### config.mk
export PLATFORM = sky130hd
export DESIGN_NAME = seg7_capture
export DESIGN_NICKNAME = d
export VERILOG_FILES = /design/src/rtl/seg7_pkg.sv /design/src/rtl/seg7_to_bcd.sv /design/src/rtl/seg7_capture.sv
export SDC_FILE = /design/constraint.sdc
export NUM_CORES = 1
export LEC_CHECK = 0
export ABC_CLOCK_PERIOD_IN_PS = 8560
export CAP_MARGIN = 5
export CORE_ASPECT_RATIO = 0.7
export CORE_MARGIN = 1
export CORE_UTILIZATION = 40
export DETAILED_ROUTE_END_ITERATION = 10
export GPL_TIMING_DRIVEN = 1
export HOLD_SLACK_MARGIN = 0.03
export PLACE_DENSITY = 0.71
export SETUP_SLACK_MARGIN = 0.5
export SLEW_MARGIN = 20
export SYNTH_ARGS = -nofsm -noshare
export SYNTH_HDL_FRONTEND = slang
export SYNTH_SLANG_ARGS = --single-unit
export TNS_END_PERCENT = 100
### constraint.sdc
create_clock -name clk -period 8.56 [get_ports clk]
set_input_delay 1.712 -clock clk [delete_from_list [all_inputs] [get_ports clk]]
set_output_delay 1.712 -clock clk [all_outputs]
set_load 0.01 [all_outputs]
### src/rtl/seg7_pkg.sv
// Shared seven-segment constants for the display encode and capture paths.
// Patterns are active-high, bit order {g,f,e,d,c,b,a}.
package seg7_pkg;

    localparam int SEG_A = 0;
    localparam int SEG_B = 1;
    localparam int SEG_C = 2;
    localparam int SEG_D = 3;
    localparam int SEG_E = 4;
    localparam int SEG_F = 5;
    localparam int SEG_G = 6;

    localparam logic [6:0] SEG_PAT_0 = 7'h3F;
    localparam logic [6:0] SEG_PAT_1 = 7'h06;
    localparam logic [6:0] SEG_PAT_2 = 7'h5B;
    localparam logic [6:0] SEG_PAT_3 = 7'h4F;
    localparam logic [6:0] SEG_PAT_4 = 7'h66;
    localparam logic [6:0] SEG_PAT_5 = 7'h6D;
    localparam logic [6:0] SEG_PAT_6 = 7'h7D;
    localparam logic [6:0] SEG_PAT_7 = 7'h07;
    localparam logic [6:0] SEG_PAT_8 = 7'h7F;
    localparam logic [6:0] SEG_PAT_9 = 7'h6F;

    localparam logic [3:0] BCD_INVALID = 4'hF;

endpackage

### src/rtl/seg7_to_bcd.sv
// Combinational exact-match decode of an active-high segment pattern to BCD.
// Anything outside the ten digit glyphs maps to BCD_INVALID with the flag set.
module seg7_to_bcd
    import seg7_pkg::*;
(
    input  logic [6:0] pat_i,
    output logic [3:0] bcd_o,
    output logic       invalid_o
);

    always_comb begin
        bcd_o     = BCD_INVALID;
        invalid_o = 1'b0;
        case (pat_i)
            SEG_PAT_0: bcd_o = 4'd0;
            SEG_PAT_1: bcd_o = 4'd1;
            SEG_PAT_2: bcd_o = 4'd2;
            SEG_PAT_3: bcd_o = 4'd3;
            SEG_PAT_4: bcd_o = 4'd4;
            SEG_PAT_5: bcd_o = 4'd5;
            SEG_PAT_6: bcd_o = 4'd6;
            SEG_PAT_7: bcd_o = 4'd7;
            SEG_PAT_8: bcd_o = 4'd8;
            SEG_PAT_9: bcd_o = 4'd9;
            default: begin
                bcd_o     = BCD_INVALID;
                invalid_o = 1'b1;
            end
        endcase
    end

endmodule

### src/rtl/seg7_capture.sv
// Samples a multiplexed seven-segment bus, waits for each strobe/pattern pair
// to settle, decodes it and assembles complete multi-digit frames.
module seg7_capture
    import seg7_pkg::*;
#(
    parameter int NUM_DIGITS     = 4,
    parameter int COMMON_CATHODE = 1,
    parameter int STABLE_CYCLES  = 4
) (
    input  logic                      clk,
    input  logic                      rst,
    input  logic [6:0]                seg,
    input  logic [NUM_DIGITS-1:0]     dig_en,
    output logic [4*NUM_DIGITS-1:0]   bcd,
    output logic [NUM_DIGITS-1:0]     digit_err,
    output logic                      frame_valid,
    output logic                      frame_err
);

    localparam logic [7:0] CNT_MAX = 8'(STABLE_CYCLES);

    logic [6:0]              seg_q, seg_prev_q;
    logic [NUM_DIGITS-1:0]   en_q, en_prev_q;
    logic [7:0]              cnt_q, cnt_d;
    logic                    captured_q, captured_d;
    logic [NUM_DIGITS-1:0]   seen_mask_q, seen_mask_d;
    logic [4*NUM_DIGITS-1:0] stage_bcd_q, stage_bcd_d;
    logic [NUM_DIGITS-1:0]   stage_err_q, stage_err_d;
    logic [4*NUM_DIGITS-1:0] bcd_q, bcd_d;
    logic [NUM_DIGITS-1:0]   err_q, err_d;
    logic                    fv_q, fv_d;
    logic                    ferr_q, ferr_d;

    logic [6:0] seg_norm;
    logic [3:0] dec_bcd;
    logic       dec_invalid;
    logic       hold;
    logic       capture;

    assign seg_norm = (COMMON_CATHODE != 0) ? seg_q : ~seg_q;

    seg7_to_bcd u_dec (
        .pat_i     (seg_norm),
        .bcd_o     (dec_bcd),
        .invalid_o (dec_invalid)
    );

    // A sample counts toward settling only if it is one-hot and matches the
    // previous cycle; the capture edge needs STABLE_CYCLES such samples.
    assign hold    = $onehot(en_q) && (seg_q == seg_prev_q) && (en_q == en_prev_q);
    assign capture = hold && (cnt_q == CNT_MAX - 8'd1) && !captured_q;

    always_comb begin
        cnt_d       = 8'd0;
        captured_d  = 1'b0;
        seen_mask_d = seen_mask_q;
        stage_bcd_d = stage_bcd_q;
        stage_err_d = stage_err_q;
        bcd_d       = bcd_q;
        err_d       = err_q;
        ferr_d      = ferr_q;
        fv_d        = 1'b0;

        if (hold) begin
            cnt_d      = (cnt_q == CNT_MAX) ? cnt_q : cnt_q + 8'd1;
            captured_d = captured_q | capture;
        end

        for (int i = 0; i < NUM_DIGITS; i++) begin
            if (capture && en_q[i]) begin
                stage_bcd_d[4*i +: 4] = dec_bcd;
                stage_err_d[i]        = dec_invalid;
                seen_mask_d[i]        = 1'b1;
            end
        end

        // frame_valid is a one-cycle strobe with no ready; bcd, digit_err and
        // frame_err stay stable from that cycle until the next strobe.
        if (capture && (seen_mask_d == '1)) begin
            bcd_d       = stage_bcd_d;
            err_d       = stage_err_d;
            ferr_d      = |stage_err_d;
            fv_d        = 1'b1;
            seen_mask_d = '0;
        end
    end

    always_ff @(posedge clk) begin
        if (rst) begin
            seg_q       <= '0;
            seg_prev_q  <= '0;
            en_q        <= '0;
            en_prev_q   <= '0;
            cnt_q       <= '0;
            captured_q  <= 1'b0;
            seen_mask_q <= '0;
            stage_bcd_q <= '0;
            stage_err_q <= '0;
            bcd_q       <= '0;
            err_q       <= '0;
            fv_q        <= 1'b0;
            ferr_q      <= 1'b0;
        end else begin
            seg_q       <= seg;
            seg_prev_q  <= seg_q;
            en_q        <= dig_en;
            en_prev_q   <= en_q;
            cnt_q       <= cnt_d;
            captured_q  <= captured_d;
            seen_mask_q <= seen_mask_d;
            stage_bcd_q <= stage_bcd_d;
            stage_err_q <= stage_err_d;
            bcd_q       <= bcd_d;
            err_q       <= err_d;
            fv_q        <= fv_d;
            ferr_q      <= ferr_d;
        end
    end

    assign bcd         = bcd_q;
    assign digit_err   = err_q;
    assign frame_valid = fv_q;
    assign frame_err   = ferr_q;

endmodule

# == After elaboration in Yosys (flattened, before gate mapping) ==
# Cells that the tools add are included.
# totals
regBits,77
in_bits,13
output_inout_bits,22
# op_classes
add_sub_neg,4
n_eq_ne,16
n_mux,15
bitwise,2
reduce_logical,14
# op_table
operator,count
"equality test 7 bit, second input constant",7
one-hot mux 4 bit (10 select lines),1
two-way mux 4 bit,4
"equality test 7 x 3 -> 1 bit, second input constant",2
two-way mux 1 bit,10
OR reduction 10 bit,1
logical AND 1 bit,9
"adder 8 x 1 -> 8 bit, second input constant",1
"equality test 8 x 2 -> 1 bit, second input constant",1
"equality test 8 x 3 -> 1 bit, second input constant",1
"equality test 7 x 6 -> 1 bit, second input constant",1
equality test 7 bit,1
adder 1 x 1 -> 2 bit,2
equality test 4 bit,1
"equality test 4 bit, second input constant",1
OR reduction 2 bit,2
OR reduction 4 bit,1
adder 2 x 2 -> 3 bit,1
"equality test 3 x 1 -> 1 bit, second input constant",1
zero test 1 bit,1
inverter 1 bit,1
OR 1 bit,1

# == Depth between registers and ports, before layout ==
# logic_depth
depth_word,12
mapped_depth,13

# == Cells and area by module ==
# From an unflattened synthesis, not the netlist that was laid out.
# unflattened
cells_unflattened,383
hier_area_um2,3588.4
# by_module_without_submodules
module,instances,cells_each,area_each_um2,seq_area_each_um2
seg7_capture,1,352,3374.5,1541.5
seg7_to_bcd,1,31,214.0,0.0

# == Least setup slack after synthesis ==
# No wires, ideal clock.
# synth_path
path_type,register -> register
start,register en_q[0]
end,register bcd_q[0] (netlist: bcd[0])
setup_ns,0.092
arrival_time_ns,2.847
required_ns,8.468
slack_ns,5.620
stages_incl_launch_ff,13
synth_period_minus_slack_ns,2.940
path_cell_list,dfxtp_1 > inv_1 > fa_1 > inv_1 > ha_1 > ha_1 > nor3b_1 > nor4b_2 > and4_2 > buf_6 > nand2b_1 > buf_6 > o32ai_1
# synth_via
elab_chain_cells,11
word_cells_on_any_way,19
# synth_lines
element,line_no,source
start: declaration,seg7_capture.sv:23,"logic [NUM_DIGITS-1:0] en_q, en_prev_q;"
start signal: assignment,seg7_capture.sv:106,en_q <= dig_en;
adder 1 x 1 -> 2 bit (not written as such),seg7_capture.sv:50,assign hold = $onehot(en_q) && (seg_q == seg_prev_q) && (en_q == en_prev_q);
adder 2 x 2 -> 3 bit (not written as such),seg7_capture.sv:50,
equality test 3 x 1 -> 1 bit,seg7_capture.sv:50,
logical AND 1 bit (2 in series),seg7_capture.sv:50,
logical AND 1 bit (2 in series),seg7_capture.sv:51,assign capture = hold && (cnt_q == CNT_MAX - 8'd1) && !captured_q;
logical AND 1 bit,seg7_capture.sv:70,if (capture && en_q[i]) begin
two-way mux 1 bit,seg7_capture.sv:70,
equality test 4 bit,seg7_capture.sv:79,if (capture && (seen_mask_d == '1)) begin
logical AND 1 bit,seg7_capture.sv:79,
end signal: assignment,seg7_capture.sv:99,bcd_q <= '0;
end signal: assignment,seg7_capture.sv:113,bcd_q <= bcd_d;
end: declaration,seg7_capture.sv:29,"logic [4*NUM_DIGITS-1:0] bcd_q, bcd_d;"
# Several ways; a longest one is shown, not always the timed one.
# A chain may end at the register's enable or synchronous reset.

# == Worst setup path in the final report ==
# layout_path
start,register en_q[0]
end,register seen_mask_q[1]
# layout_via
elab_chain_cells,12
word_cells_on_any_way,19
# layout_lines
element,line_no,source
adder 1 x 1 -> 2 bit (not written as such),seg7_capture.sv:50,
adder 2 x 2 -> 3 bit (not written as such),seg7_capture.sv:50,
equality test 3 x 1 -> 1 bit,seg7_capture.sv:50,
logical AND 1 bit (2 in series),seg7_capture.sv:50,
logical AND 1 bit (2 in series),seg7_capture.sv:51,
logical AND 1 bit,seg7_capture.sv:70,
two-way mux 1 bit,seg7_capture.sv:70,
equality test 4 bit,seg7_capture.sv:79,
logical AND 1 bit,seg7_capture.sv:79,
OR reduction 2 bit (no line),n/a,
end signal: assignment,seg7_capture.sv:110,seen_mask_q <= seen_mask_d;
end: declaration,seg7_capture.sv:26,"logic [NUM_DIGITS-1:0] seen_mask_q, seen_mask_d;"
# Several ways; a longest one is shown, not always the timed one.

==> flow_summary.ini <==
[yosys]
synth_top_family_by_area = simple AND/OR/NAND/NOR gates
synth_top_flop_cell = dfxtp_1
ys_ff_latch = 77
ys_seq_area_frac = 0.463
synthesis.area_mm2 = 0.00333
synthAdderAreaFrac = 0.0211
synth_top_area_cell = dfxtp_1
avgSynthCellArea_um2 = 9.84
synth_mux_area_frac = 0.0395
synthTopCellsByArea = dfxtp_1 46%, nor2_1 5.8%, a211oi_2 4.5%
ys_types = 55
synthCells = 338
synth_edf_count = 0
ys.warnings.count = 0
synthesis.nets = 356
synth-compound-area-share = 0.103
netlist.area_leader.share = 0.463
async_reset_ff_frac = 0
synth-simple-area-share = 0.266
synth_xor_area_frac = 0.0474

[sta]
finalSetupViolations = 0
worstMarginPinSlew_ps = 783
maxSlewHeadroom = 0.471
fin_skew_ps = 3.60
clock.fmax_ghz = 0.285
slew_violations = 0
finalCriticalPeriod_ps = 3510
rsz0062_at_grt = false
final-hold-violation-count = 0
fin_crit_sh = 0.410
fin_tns_setup_ps = 0

[drt]
drt_first_pass_iters = 7
via_count = 2389
drt-wirelength-per-cell_um = 14.2
antenna_left = 0
drc_errors = 8
via_per_inst = 5.13
totalWireLength_mm = 6.61
drtIter0Drc = 100

[worst_setup_path]
crit_type = flip-flop to flip-flop
crit_fanout = 27
r2r_end = seen_mask_q[1]
r2r_start = en_q[0]
required_ps = 8780
r2r_cells = 11
critPathCaptureType = flip-flop
r2r_slack_ps = 5050
cp.arrival_ps = 3730
startpoint_type = flip-flop

[placement]
dp_hpwl_mm = 4.49
port_buffers = 34
placed_cell_area_mm2 = 0.00363
gp_congestion = 0.799
dp.cells = 450

[run_status]
violations = DRC
status = complete, but fails checks

[grt]
grtUsageTotal = 0.167
grt_pass1_wl_mm = 11.2
grt_max_degree = 68
grt_pass1_vias = 2265
grt-ovfl-total = 0
antenna_found_initial = 0

[worst_hold_path]
hold_path.class = flip-flop to flip-flop
min-delay-start = seen_mask_q[3]
whs_path_depth = 1
whs_endpoint = seen_mask_q[3]

[floorplan]
fp.dieW_um = 111
start_util = 0.417
core_mm2 = 0.00797
dieArea_mm2 = 0.00869
num_rows = 27
io_pins = 35
die_y_um = 78.3

[clock_network]
clk_latency_ps = 330
tritoncts = done
cts_sinks = 77
cts-root-buf = clkbuf_16
cts-htree-levels = 3
hold_buffers = 0
clkSlewWorstSetupHoldPaths_ps = 60
ctsResizeCount = 0
numCtsBuffers = 9
cts_buffer_depth = 2
cts_setup_buffers = 0

[power_and_ir_drop]
leakagePower_nw = 1.34
powerDensity_mw_per_mm2 = 201
ir_drop_mv = 0.110

[layout]
stdcell_area_mm2 = 0.00394
stdcell_count = 466
diodes = 0
drive_gt1_frac = 0.132
num-nets-final = 378
final_util = 0.494
area_growth_pct = 18.4

[flow_run]
max-cap-violations = 0
through the flow:
stage / total power [W] / hold WS (ps) / setup WS [ps]
2_1_floorplan: 0.000401 / 441 / 5620
3_3_place_gp: 0.000411 / 453 / 4890
3_5_place_dp: 0.000412 / 467 / 4740
4_1_cts: 0.000798 / 480 / 4700
5_1_grt: 0.000819 / 499 / 4820
6_report: 0.000790 / 482 / 5050
per-layer routing:
metal	up-vias	GRT usage	wire, µm
met5	-	0	0
met4	0	0.0726	49
met3	6	0.0579	388
met2	62	0.224	2640
met1	1098	0.238	3530
li1	1223	-	-
worst max-delay path: stages (launching register included):
cell and delay [ps]:
dfxtp_1 430, inv_1 130, fa_1 550, inv_1 40
ha_1 170, ha_1 280, nor3b_1 270, nand4_1 200
nor4_4 380, and2_2 600, nor2_1 190, o21a_1 170
final cells by class:
class,instances,area (µm²)
Timing Repair Buffer,35,343
Clock buffer,12,267
Clock inverter,4,45.0
Sequential cell,77,1540
Tap cell,101,126
Multi-Input combinational cell,229,1590
Fill cell,760,4030
Inverter,8,30.0
cell usage in the layout, fill, tap and decap left out, types with 2 or more instances in the layout:
cell,instances
dfxtp_1,77
nor2_1,51
clkdlybuf4s50_1,33
nor2b_1,21
nor3_1,17
mux2i_1,12
a211oi_2,12
xor2_1,10
clkbuf_16,9
inv_1,8
nand4_1,8
xnor2_1,8
nand3_1,8
o32ai_1,8
nand2b_1,7
a21oi_1,6
or2b_2,5
and2_1,4
nand2_1,4
o21a_1,4
ha_1,4
and3_1,3
clkinv_2,3
clkbuf_8,3
nor4_1,2
nand4b_1,2
o21ai_0,2
or4_1,2
or4_4,2
o22ai_1,2
nor4b_1,2
Yosys cell counts, types with 3 or more instances:
cell type	number
nor2b_1	21
and2_1	5
o32ai_1	8
a211oi_2	12
inv_1	8
mux2i_1	12
ha_1	4
or2b_2	5
nand4_1	8
buf_6	8
and3_1	3
o21a_1	4
nand2_1	4
dfxtp_1	77
nor3_1	17
xnor2_1	8
a21oi_1	6
clkbuf_1	11
nor2_1	51
nand2b_1	7
xor2_1	10
nand3_1	8
sequential cells by signal (all words and copies together), names as in the netlist:
signal	cells
bcd	16
captured_q	1
cnt_q	8
digit_err	4
en_prev_q	4
en_q	4
frame_err	1
frame_valid	1
seen_mask_q	4
seg_norm	7
seg_prev_q	7
stage_bcd_q	16
stage_err_q	4
where the power goes:
group	internal [W]	leakage [nW]	switching (W)	total, W
Sequential	0.000363	0.625	0.00000774	0.000371
Combinational	0.0000161	0.552	0.0000171	0.0000332
Clock	0.000248	0.158	0.000138	0.000386
Total	0.000627	1.34	0.000163	0.000790
cell families after synthesis:
family	count (synthesis)
and+or+nand+nor	154
DFF	77
AOI/OAI and AO/OA	39
buffers and inverters	32
xor gates and xnor gates	18
muxes	13
adders and majority gates	5
worst max-delay path by stage:
stage	start	end	slack, ps	depth (start not counted)
3_3_place_gp	en_q[0]	seen_mask_q[1]	4890	11
5_1_grt	en_q[0]	digit_err[0]	4820	11
3_5_place_dp	en_q[0]	seen_mask_q[1]	4740	11
6_report	en_q[0]	seen_mask_q[1]	5050	11
2_1_floorplan	en_q[0]	bcd[0]	5620	12
4_1_cts	en_q[0]	seen_mask_q[1]	4700	11
Power figures use the tool's default switching activity.
